--- src/rtl/lutram_stress_driver.sv ---
// Self-checking traffic initiator for the LUTRAM stress array: two passes of
// write-all then read-and-compare, reporting error count and first failing address.
module lutram_stress_driver #(
   parameter  int unsigned LUTRAM16X10 = 265,
   parameter  int unsigned RD_LAT      = 1,
   localparam int unsigned DEPTH       = LUTRAM16X10 * 16,
   localparam int unsigned ADDR_W      = $clog2(LUTRAM16X10 * 16)
) (
   input  logic              clk,
   input  logic              rst_n,
   input  logic              start,
   output logic              busy,
   output logic              done,
   output logic              pass,
   output logic [15:0]       err_cnt,
   output logic [ADDR_W-1:0] first_err_addr,
   output logic [ADDR_W-1:0] mem_addr,
   output logic              mem_we,
   output logic [9:0]        mem_wdat,
   input  logic [9:0]        mem_rdat
);

   localparam int unsigned       PL   = (RD_LAT == 0) ? 1 : RD_LAT;
   localparam logic [ADDR_W-1:0] LAST = ADDR_W'(DEPTH - 1);

   typedef enum logic [2:0] {ST_IDLE, ST_WRITE, ST_READ, ST_DRAIN, ST_DONE} state_t;

   state_t              state_q, state_d;
   logic                pidx_q, pidx_d;
   logic [1:0]          drain_q, drain_d;
   logic [ADDR_W-1:0]   addr_d, addr_inc;
   logic                we_d;
   logic [9:0]          wdat_d;
   logic                iss_vld, clr, pass_end;
   logic                cmp_vld;
   logic [ADDR_W-1:0]   cmp_addr;
   logic [9:0]          cmp_exp;
   logic                mismatch;
   logic                err_seen;

   function automatic logic [9:0] pattern(input logic [ADDR_W-1:0] a, input logic p);
      logic [9:0] p0;
      p0 = 10'(a) ^ 10'h155;
      return p ? ~p0 : p0;
   endfunction

   assign addr_inc = mem_addr + ADDR_W'(1);

   always_ff @(posedge clk or negedge rst_n) begin
      if (!rst_n) begin
         state_q  <= ST_IDLE;
         pidx_q   <= 1'b0;
         drain_q  <= '0;
         mem_addr <= '0;
         mem_we   <= 1'b0;
         mem_wdat <= '0;
      end else begin
         state_q  <= state_d;
         pidx_q   <= pidx_d;
         drain_q  <= drain_d;
         mem_addr <= addr_d;
         mem_we   <= we_d;
         mem_wdat <= wdat_d;
      end
   end

   always_comb begin
      state_d  = state_q;
      pidx_d   = pidx_q;
      drain_d  = drain_q;
      addr_d   = mem_addr;
      we_d     = 1'b0;
      wdat_d   = mem_wdat;
      iss_vld  = 1'b0;
      clr      = 1'b0;
      pass_end = 1'b0;
      case (state_q)
         ST_IDLE, ST_DONE: begin
            if (start) begin
               state_d = ST_WRITE;
               pidx_d  = 1'b0;
               addr_d  = '0;
               we_d    = 1'b1;
               wdat_d  = pattern('0, 1'b0);
               clr     = 1'b1;
            end
         end
         ST_WRITE: begin
            if (mem_addr == LAST) begin
               state_d = ST_READ;
               addr_d  = '0;
            end else begin
               addr_d = addr_inc;
               we_d   = 1'b1;
               wdat_d = pattern(addr_inc, pidx_q);
            end
         end
         ST_READ: begin
            iss_vld = 1'b1;
            if (mem_addr == LAST) begin
               if (RD_LAT == 0) begin
                  pass_end = 1'b1;
               end else begin
                  state_d = ST_DRAIN;
                  drain_d = '0;
               end
            end else begin
               addr_d = addr_inc;
            end
         end
         ST_DRAIN: begin
            if (drain_q == 2'(RD_LAT - 1)) pass_end = 1'b1;
            else                           drain_d  = drain_q + 2'd1;
         end
         default: state_d = ST_IDLE;
      endcase
      // End of a read pass: second write pass or finish
      if (pass_end) begin
         if (!pidx_q) begin
            state_d = ST_WRITE;
            pidx_d  = 1'b1;
            addr_d  = '0;
            we_d    = 1'b1;
            wdat_d  = pattern('0, 1'b1);
         end else begin
            state_d = ST_DONE;
         end
      end
   end

   if (RD_LAT == 0) begin : g_comb
      always_comb begin
         cmp_vld  = iss_vld;
         cmp_addr = mem_addr;
         cmp_exp  = pattern(mem_addr, pidx_q);
      end
   end else begin : g_pipe
      logic              pv_q [PL];
      logic [ADDR_W-1:0] pa_q [PL];
      logic [9:0]        pe_q [PL];

      always_ff @(posedge clk or negedge rst_n) begin
         if (!rst_n) begin
            for (int unsigned i = 0; i < PL; i++) begin
               pv_q[i] <= 1'b0;
               pa_q[i] <= '0;
               pe_q[i] <= '0;
            end
         end else begin
            pv_q[0] <= iss_vld;
            pa_q[0] <= mem_addr;
            pe_q[0] <= pattern(mem_addr, pidx_q);
            for (int unsigned i = 1; i < PL; i++) begin
               pv_q[i] <= pv_q[i-1];
               pa_q[i] <= pa_q[i-1];
               pe_q[i] <= pe_q[i-1];
            end
         end
      end

      always_comb begin
         cmp_vld  = pv_q[PL-1];
         cmp_addr = pa_q[PL-1];
         cmp_exp  = pe_q[PL-1];
      end
   end

   assign mismatch = cmp_vld && (mem_rdat != cmp_exp);

   always_ff @(posedge clk or negedge rst_n) begin
      if (!rst_n) begin
         err_cnt        <= '0;
         first_err_addr <= '0;
         err_seen       <= 1'b0;
      end else if (clr) begin
         err_cnt        <= '0;
         first_err_addr <= '0;
         err_seen       <= 1'b0;
      end else if (mismatch) begin
         if (err_cnt != '1) err_cnt <= err_cnt + 16'd1;
         if (!err_seen) begin
            first_err_addr <= cmp_addr;
            err_seen       <= 1'b1;
         end
      end
   end

   assign busy = (state_q == ST_WRITE) || (state_q == ST_READ) || (state_q == ST_DRAIN);
   assign done = (state_q == ST_DONE);
   assign pass = done && (err_cnt == '0);

endmodule

--- config.mk ---
export PLATFORM = sky130hd
export DESIGN_NAME = lutram_stress_driver
export DESIGN_NICKNAME = d
export VERILOG_FILES = /design/src/rtl/lutram_stress_driver.sv
export SDC_FILE = /design/constraint.sdc
export NUM_CORES = 1
export LEC_CHECK = 0
export ABC_AREA = 1
export CORE_AREA = 2 2 99 101
export DETAILED_ROUTE_END_ITERATION = 10
export DIE_AREA = 0 0 101 103
export PLACE_DENSITY = 0.76
export SLEW_MARGIN = 40
export SYNTH_ARGS = -nofsm -noshare
export SYNTH_HDL_FRONTEND = slang
export SYNTH_SLANG_ARGS = --single-unit
--- constraint.sdc ---
create_clock -name clk -period 2.03 [get_ports clk]
set_input_delay 0.406 -clock clk [delete_from_list [all_inputs] [get_ports clk]]
set_output_delay 0.406 -clock clk [all_outputs]
set_load 0.01 [all_outputs]
# After elaboration in Yosys (flattened, before gate mapping)
# Cells that the tools add are included.
# word_totals
in_bits	13
out_inout_bits	56
reg_bits	84
# classes
bitwise	4
eq_ne	14
muxes	43
n_reduce_logical	15
addsub	3
# op_table
operator	count
$mux W13	8
$mux W10	6
$mux W16	3
$pmux W13 S3	1
$not A10 Y10	2
$pmux W10 S2	1
$add A16 B1 Y16 const B	1
$logic_not A16 Y1	1
$ne A16 B16 Y1 const B	1
$mux W3	5
$mux W1	14
$add A13 B1 Y13 const B	1
$eq A13 B13 Y1 const B	1
$pmux W3 S4	1
$ne A10 B10 Y1	1
$not A5 Y5	2
$ne A3 B3 Y1 const B	3
$ne A2 B2 Y1 const B	4
$eq A3 B2 Y1 const B	2
$reduce_bool A2 Y1	3
$mux W2	2
$pmux W2 S2	1
$reduce_and A2 Y1	2
$reduce_and A4 Y1	1
10 further kinds	12

# Longest topological paths before layout
# depth
depth_word	8
ltp_mapped	12
depth_no_buf	10

# Worst setup path after synthesis
# Ideal clock, no wire load.
# synth_timing
path_kind	reg-to-reg
start	register mem_addr[0]
end	register mem_addr[0]
path_stages_with_launch	11
t_arrival_ns	1.909
period_less_slack_ns	1.980
setup_slack_ns	0.050
cell_sequence	dfrtp_1 -> ha_1 -> nand3_2 -> nor2_1 -> nand2_1 -> buf_2 -> buf_6 -> ha_1 -> o21ai_0 -> a21oi_1 -> nor2_1
# synth_between
elab_chain_cells	5
# synth_lines
element	line_no	text
start: declaration	17	output logic [ADDR_W-1:0] mem_addr,
start signal: assignment	61	mem_addr <= addr_d;
$add A13 B1 Y13 or $eq A13 B13 Y1 (tied branches)	47, 89, 100	
$mux W13, on equally long branches	100, 89	
$pmux W13 S3 *	77	case (state_q)
$mux W13	119	if (!pidx_q) begin
$mux W13 *	118	if (pass_end) begin
net addr_d[0]	31	logic [ADDR_W-1:0] addr_d, addr_inc;
# The timed path passes the listed nets; every way through them passes the cells marked *.
# A chain may end at the register's enable or synchronous reset.

# Worst setup path after layout
# layout_timing
start	register mem_addr[2]
end	output port mem_addr[2]
# No word-level cell between the ends.

==> flow_metrics.env <==
export IMPL_cts_hold_buffers=0
export IMPL_instances_no_fill=806
export IMPL_via_count=4184
export IMPL_layout_nets=705
export IMPL_setup_slack_ps=60.4
export IMPL_slew_violations=0
export IMPL_worstPathMaxFanout=5
export IMPL_io_pins=69
export IMPL_synth_simple_area_share_pct=33.0
export IMPL_core_area_mm2=0.00946
export IMPL_setup_violations=0
export IMPL_place_ws_ps=-154
export IMPL_ys_seq_area_share_pct=46.7
export IMPL_die_w_um=101
export IMPL_power_density_mw_per_mm2=1320
export IMPL_globalplace_congestion=0.922
export IMPL_hold_viol_final=8
export IMPL_crit_path_start_kind="register"
export IMPL_cp_end_kind="output port"
export IMPL_required_ps=1620
export IMPL_clock_skew_ps=14.5
export IMPL_drt_first_iter_violations=186
export IMPL_holdWs_ps=-7.91
export IMPL_drv_cap=0
export IMPL_synthTopCellsByCount="nand2_1, dfrtp_1, nand3_1"
export IMPL_synthMuxAreaShare_pct=0
export IMPL_synth_xor_area_share_pct=5.64
export IMPL_ys_warn_count=0
export IMPL_avgViaCountPerCell=5.19
export IMPL_diodes=0
export IMPL_clock_sinks=84
export IMPL_grt_start_max_net_pins=38
export IMPL_drive_gt1_share_pct=13.9
export IMPL_dieHeight_um=103
export IMPL_htreeDepth=3
export IMPL_critPathArrivalTime_ps=1560
export IMPL_tightest_slew_ps=482
export IMPL_cts_buffer_depth=2
export IMPL_synth_most_common_cell="nand2_1"
export IMPL_synth_top_cell_by_area="dfrtp_1"
export IMPL_p_total_mw=7.68
export IMPL_synth_compound_area_share_pct=5.14
export IMPL_timing_slew_headroom_pct=67.9
export IMPL_dpl_cell_count=790
export IMPL_synth_cell_types=37
export IMPL_fin_util_pct=61.5
export IMPL_cts_root_buf="clkbuf_8"
export IMPL_areaGrowthSynthToFinish_pct=29.1
export IMPL_antenna_found_initial=0
export IMPL_wirelength_um=11700
export IMPL_max_freq_ghz=0.508
export IMPL_port_buffers=68
export IMPL_drc=0
export IMPL_dp_hpwl_um=8460
export IMPL_postCtsSetupBuffers=0
export IMPL_grt_pass1_vias=4037
export IMPL_path_clk_slew_ps=90
export IMPL_rows=36
export IMPL_dieArea_mm2=0.0104
export IMPL_syn_cell_area_mm2=0.00451
export IMPL_yosysTopAreaCellShare_pct=46.7
export IMPL_period_minus_slack_ps=1970
export IMPL_initial_utilization_pct=47.6
export IMPL_criticalPathCategory="register to output port"
export IMPL_p_leak_nw=2.86
export IMPL_cts_tree="done"
export IMPL_synth_adder_area_share_pct=1.39
export IMPL_grtUsageTotal_pct=23.6
export IMPL_syn_num_nets=597
export IMPL_violations="negative hold slack"
export IMPL_cts_made_buffers=9
export IMPL_synth_ff_type="dfrtp_1"
export IMPL_detail_route_antenna_nets=0
export IMPL_overflow=0
export IMPL_synth_top_family_by_area="simple AND/OR/NAND/NOR gates"
export IMPL_vdd_drop_max_mv=0.930
export IMPL_synth_cells=579
export IMPL_wl_per_cell_um=14.5
export IMPL_synth_avg_cell_area_um2=7.78
export IMPL_min_path_type="primary input to async pin"
export IMPL_dr_pass1_iters=4
export IMPL_synth_edf_count=0
export IMPL_grt_pass1_wl_um=19100
export IMPL_min_period_over_period_pct=97.0
export IMPL_fillers=798
export IMPL_status="finished with violations"
export IMPL_netlist_top_cells_area="dfrtp_1, nand2_1, nand3_1, inv_1, nor2_1"
export IMPL_postSynth_asyncResetShare_pct=100
export IMPL_rsz0062_at_grt="true"
export IMPL_ys_ff_latch=84
export IMPL_clk_latency_ps=370
export IMPL_r2r_cells=10
==> power by group <==
part / total, mW / leakage [nW] / switching [mW] / internal (mW)
Sequential: 2.46 / 1.11 / 0.297 / 2.17
Combinational: 4.01 / 1.65 / 2.29 / 1.72
Clock: 1.21 / 0.0962 / 0.638 / 0.569
Total: 7.68 / 2.86 / 3.23 / 4.46
==> layout make-up <==
| type | count | area, um2 | share of cell area (%) |
|---|---|---|---|
| multi-input cells | 408 | 2070 | 35.6 |
| well taps | 114 | 143 | 2.45 |
| repair buffers | 116 | 1060 | 18.2 |
| clock inverters | 6 | 65.1 | 1.12 |
| flip-flops and latches | 84 | 2100 | 36.1 |
| clock buffers | 10 | 128 | 2.19 |
| inverters | 68 | 255 | 4.39 |
==> worst paths after layout <==
kind | slack, ps | end | from
max in group asynchronous | 1460 | mem_wdat[8]$_DFF_PN0_ | rst_n
min in group clk | 490 | cmp_addr[11]$_DFF_PN0_ | mem_addr[11]$_DFF_PN0_
setup / recovery | 60 | mem_addr[2] | mem_addr[2]$_DFF_PN0_
hold / removal | -8 | err_cnt[6]$_DFFE_PN0P_ | rst_n
hold reg to reg | 490 | cmp_addr[11]$_DFF_PN0_ | mem_addr[11]$_DFF_PN0_
setup reg to reg | 150 | state_q[1]$_DFFE_PN0P_ | mem_addr[1]$_DFF_PN0_
==> state kept, by name (all words and copies together), names as in the netlist <==
signal and flops:
state_q 3, mem_we 1, mem_wdat 10, cmp_exp 10
pidx_q 1, first_err_addr 13, cmp_vld 1, mem_addr 13
err_cnt 16, drain_q 2, err_seen 1, cmp_addr 13
==> repair_timing <==
action | in CTS | in global routing
gates resized for setup | 11 | 2
endpoints found under the setup margin | 3 | 2
pin swaps | 0 | 0
==> critical path: stages, from the launching register on <==
cell and delay, ps:
dfrtp_1 470, buf_4 190, clkdlybuf4s50_1 530
==> metrics by stage <==
step                      TNS [ps]  instance area [um2]
after floorplan                  0                 4510
after global placement       -1060                 5600
after detailed placement     -1780                 5600
after CTS                        0                 5810
after global routing         -4.12                 5820
final                            0                 5820
==> logic make-up after synthesis <==
| family | after synthesis |
|---|---|
| adders and majority gates | 5 |
| xor gates and xnor gates | 29 |
| and+or+nand+nor | 331 |
| AOI/OAI and AO/OA | 43 |
| DFF | 84 |
| buffers and inverters | 87 |
==> per-layer routing <==
| metal | up-vias | GRT usage [%] | routed length [um] |
|---|---|---|---|
| li1 | 2042 | - | - |
| met1 | 1980 | 30.9 | 5070 |
| met2 | 135 | 38.3 | 5720 |
| met3 | 27 | 4.61 | 593 |
| met4 | 0 | 10.7 | 335 |
| met5 | - | 0 | 0 |
==> placed cells by master, fill, tap and decap left out, drive strengths merged, types with 2 or more instances in the layout <==
cell type	instances
xor2	17
ha	5
nor3b	2
o211ai	3
a21oi	18
clkinv	4
o21bai	2
inv	68
o21ai	18
nor2	67
xnor2	12
clkdlybuf4s50	64
nand2	164
or2	4
nand3	74
dlygate4sd2	2
nor4	2
clkbuf	10
buf	50
dfrtp	84
nor3	8
nand4	8
Power figures use the tool's default switching activity.
